===== src/rtl/fifo_8_16.sv =====
// Eight-entry, 16-bit first-word-fall-through FIFO with a combinational mux read port.
// Define FIFO_8_16_LEVEL_EN to expose the occupancy on the `level` port.

module mux_8_way_16 (
  input  logic [127:0] in,
  input  logic [2:0]   sel,
  output logic [15:0]  out
);

  always_comb begin
    out = 16'h0000;
    unique case (sel)
      3'd0: out = in[0*16 +: 16];
      3'd1: out = in[1*16 +: 16];
      3'd2: out = in[2*16 +: 16];
      3'd3: out = in[3*16 +: 16];
      3'd4: out = in[4*16 +: 16];
      3'd5: out = in[5*16 +: 16];
      3'd6: out = in[6*16 +: 16];
      3'd7: out = in[7*16 +: 16];
      default: out = 16'h0000;
    endcase
  end

endmodule

module fifo_8_16 (
  input  logic        clk,
  input  logic        reset,
  input  logic [15:0] in,
  input  logic        in_valid,
  output logic        in_ready,
  output logic [15:0] out,
  output logic        out_valid,
  input  logic        out_ready
`ifdef FIFO_8_16_LEVEL_EN
  ,
  output logic [3:0]  level
`endif
);

  logic [127:0] slots;
  logic [2:0]   wr_ptr;
  logic [2:0]   rd_ptr;
  logic [3:0]   count;
  logic         push;
  logic         pop;

  // Handshake flags depend only on state, so out_ready never reaches in_ready.
  assign in_ready  = (count != 4'd8);
  assign out_valid = (count != 4'd0);
  assign push      = in_valid & in_ready;
  assign pop       = out_valid & out_ready;

`ifdef FIFO_8_16_LEVEL_EN
  assign level = count;
`endif

  mux_8_way_16 u_read_mux (
    .in  (slots),
    .sel (rd_ptr),
    .out (out)
  );

  always_ff @(posedge clk or posedge reset) begin
    if (reset) begin
      slots  <= '0;
      wr_ptr <= 3'd0;
      rd_ptr <= 3'd0;
      count  <= 4'd0;
    end else begin
      if (push) begin
        slots[{wr_ptr, 4'b0000} +: 16] <= in;
        wr_ptr <= wr_ptr + 3'd1;
      end
      if (pop) begin
        rd_ptr <= rd_ptr + 3'd1;
      end
      case ({push, pop})
        2'b10:   count <= count + 4'd1;
        2'b01:   count <= count - 4'd1;
        default: count <= count;
      endcase
    end
  end

endmodule


===== config.mk =====
export PLATFORM = sky130hd
export DESIGN_NAME = fifo_8_16
export DESIGN_NICKNAME = d
export VERILOG_FILES = /design/src/rtl/fifo_8_16.sv
export SDC_FILE = /design/constraint.sdc
export NUM_CORES = 1
export LEC_CHECK = 0
export BUFFER_PORTS_ARGS = -buffer_cell sky130_fd_sc_hd__clkbuf_2
export CAP_MARGIN = 10
export CORE_ASPECT_RATIO = 1.4
export CORE_MARGIN = 2
export CORE_UTILIZATION = 31
export DETAILED_ROUTE_END_ITERATION = 10
export GPL_TIMING_DRIVEN = 0
export SYNTH_ARGS = -nofsm -noshare
export SYNTH_HDL_FRONTEND = slang
export SYNTH_HIERARCHICAL = 1
export SYNTH_SLANG_ARGS = --single-unit

===== constraint.sdc =====
create_clock -name clk -period 6.03 [get_ports clk]
set_clock_uncertainty 0.15 [all_clocks]
set_input_delay 1.206 -clock clk [delete_from_list [all_inputs] [get_ports clk]]
set_output_delay 1.206 -clock clk [all_outputs]
set_load 0.1 [all_outputs]

==> impl_metrics.toml <==
[outcome]
outcome = "completed"

[critical_path]
cp-startpoint = "rd_ptr[0]"
r2r_cells = 8
reg2reg_slack_ps = 2790
reg2reg_to = "slots[70]"
worstPathArrival_ps = 2790
cp-start-kind = "flip-flop"
path_max_fanout = 10
end_kind = "output port"
crit_type = "flip-flop to output port"
worstSetupEndpoint = "out[15]"
reg2reg_from = "wr_ptr[0]"
critPathRequiredTime_ps = 4670

[yosys]
synthFlopType = "dfrtp_1"
synth.avg_cell_area_sq_um = 12.0
synth.cell_area_sq_mm = 0.00699
synth_edf_count = 0
synth_nets = 614
synth.area.top_cells = "dfrtp_1 (49%), mux2_2 (19%), nor2_1 (3.6%), nand2b_1 (2.6%), a22oi_1 (2.5%)"
ys_ff_latch = 138
ys_warn_count = 6
yosysTopAreaCell = "dfrtp_1"
ys_seq_area_frac = 0.494
ys_async_sr_fraction = 1.00
ys_types = 47
synth_top_area_share = 0.494
synthCells = 584

[floorplanning]
pin_count = 38
core_sq_mm = 0.0224
die_h_microns = 182
initial_core_util = 0.313
rows = 65
die_x_microns = 131
die-area_sq_mm = 0.0238

[placement]
io_buffers = 37
hpwl_microns = 13300
place_congestion = 0.847
dpl.cell_count = 923

[min_path]
hold_class = "flip-flop to flip-flop"

[timing]
report.final.slew_viol_count = 0
worstMarginPinSlew_ps = 606
rsz0062_at_grt = "false"
min_period_ps = 4150
setup_viol = 0
max_freq_mhz = 241
relSlewSlack = 0.596
min_period_over_period = 0.688
hold_violations = 0

[final_layout]
fin_nets = 671
drive_above_1_share = 0.364
final_cell_mix = "dfrtp_1 (138), mux2_2 (118), nor2_1 (67), clkbuf_2 (37), nand2b_1 (29)"
area_growth_pct = 17.2
nFillCells = 2237
fin_cells = 955
final_common_cell = "dfrtp_1"
antenna-diode-count = 0

[drt]
drc = 0
vias_per_cell = 5.02
drt_iter0_drc = 362
drt.antenna.violating_nets = 0
totalWireLength_microns = 18200
wl_per_cell_microns = 19.0
vias = 4793
drt_pass1_iterations = 4

[global_route]
first_global_vias = 4976
grt_max_degree = 77
gr-total-overflow = 0
antenna_found_initial = 0
grt_first_pass_wirelength_microns = 28500
grt_usage = 0.163

[clocking]
cts_resized = 0
cts_buffers = 17
hold_buffers = 0
cts_sinks = 138
htree_levels = 4
clkTransAtPathRegs_ps = 60
clockRootBuffer = "clkbuf_16"
cts_tree = "built"
post_cts_buffers = 0
clkLatencyLatePin_ps = 420
clockBufferDepth = 2

[job]
cap_violations = 0
==> stage by stage <==
step	TNS [ps]	hold slack (ps)	setup WS (ps)	util	instance area [sq um]
after floorplan	0	303	978	-	6990
after global placement	-115220	327	-841	0.338	7550
after detailed placement	0	332	2330	0.339	7590
after CTS	0	347	1850	0.366	8200
after global routing	0	355	1800	0.366	8200
final	0	342	1880	0.366	8200
==> cell usage after synthesis, types with 3 or more instances <==
cell / n
a21oi_1: 13
a221oi_1: 3
a22o_1: 4
a22oi_1: 23
a31oi_1: 13
and3_1: 3
buf_2: 8
buf_4: 7
buf_6: 10
clkbuf_1: 6
dfrtp_1: 138
ha_1: 10
inv_1: 11
mux2_1: 3
mux2_2: 118
mux2_4: 10
mux2i_1: 15
nand2_1: 22
nand2_2: 3
nand2b_1: 29
nand3_1: 12
nand4_4: 3
nor2_1: 67
nor3_1: 4
o21ai_0: 15
xnor2_1: 6
xor2_1: 3
==> worst max-delay path: stages (launching register included) <==
cell and delay [ps]:
dfrtp_1 410, buf_6 200, buf_4 220, clkbuf_1 450, nand2_1 170, a31oi_1 380
clkbuf_2 530
==> cell families after synthesis <==
family	Yosys count	share of synthesized area
AO/OA/AOI/OAI	74	0.0680
multiplexers	146	0.238
flip-flops	138	0.494
adder cells (fa/ha/maj)	10	0.0179
XOR/XNOR	9	0.0113
AND/OR/NAND/NOR	161	0.125
buffers and inverters	46	0.0460
==> flip-flops by register name, indices dropped and copies added, names as in the netlist <==
register	cells
slots	128
count	4
rd_ptr	3
wr_ptr	3
==> routing by layer <==
metal	routed length, microns	GRT usage
met5	0	0
met4	533	0.0749
met3	653	0.0303
met2	9520	0.278
met1	7450	0.197
==> worst min-delay path by stage <==
stage / depth (start not counted) / endpoint / start / slack, ps
floorplan: 1 / count[3] / count[3] / 300
global placement: 1 / slots[8] / slots[8] / 330
detailed placement: 1 / slots[0] / slots[0] / 330
CTS: 1 / slots[36] / slots[36] / 350
global route: 1 / slots[38] / slots[38] / 360
finish: 1 / slots[0] / slots[0] / 340
==> final cells by class <==
cell class / instances / area [sq um] / share of cell area
plain buffers: 34 / 272 / 0.0331
clock buffers: 25 / 495 / 0.0605
clock inverters: 7 / 113 / 0.0137
inverters: 12 / 55.1 / 0.00672
multi-input cells: 400 / 3220 / 0.393
flip-flops and latches: 138 / 3450 / 0.421
well taps: 301 / 377 / 0.0460
repair buffers: 38 / 213 / 0.0260
Power is left out: the tool's default activity adds up to more than one toggle a clock period on the data nets, which glitch-free logic cannot reach.
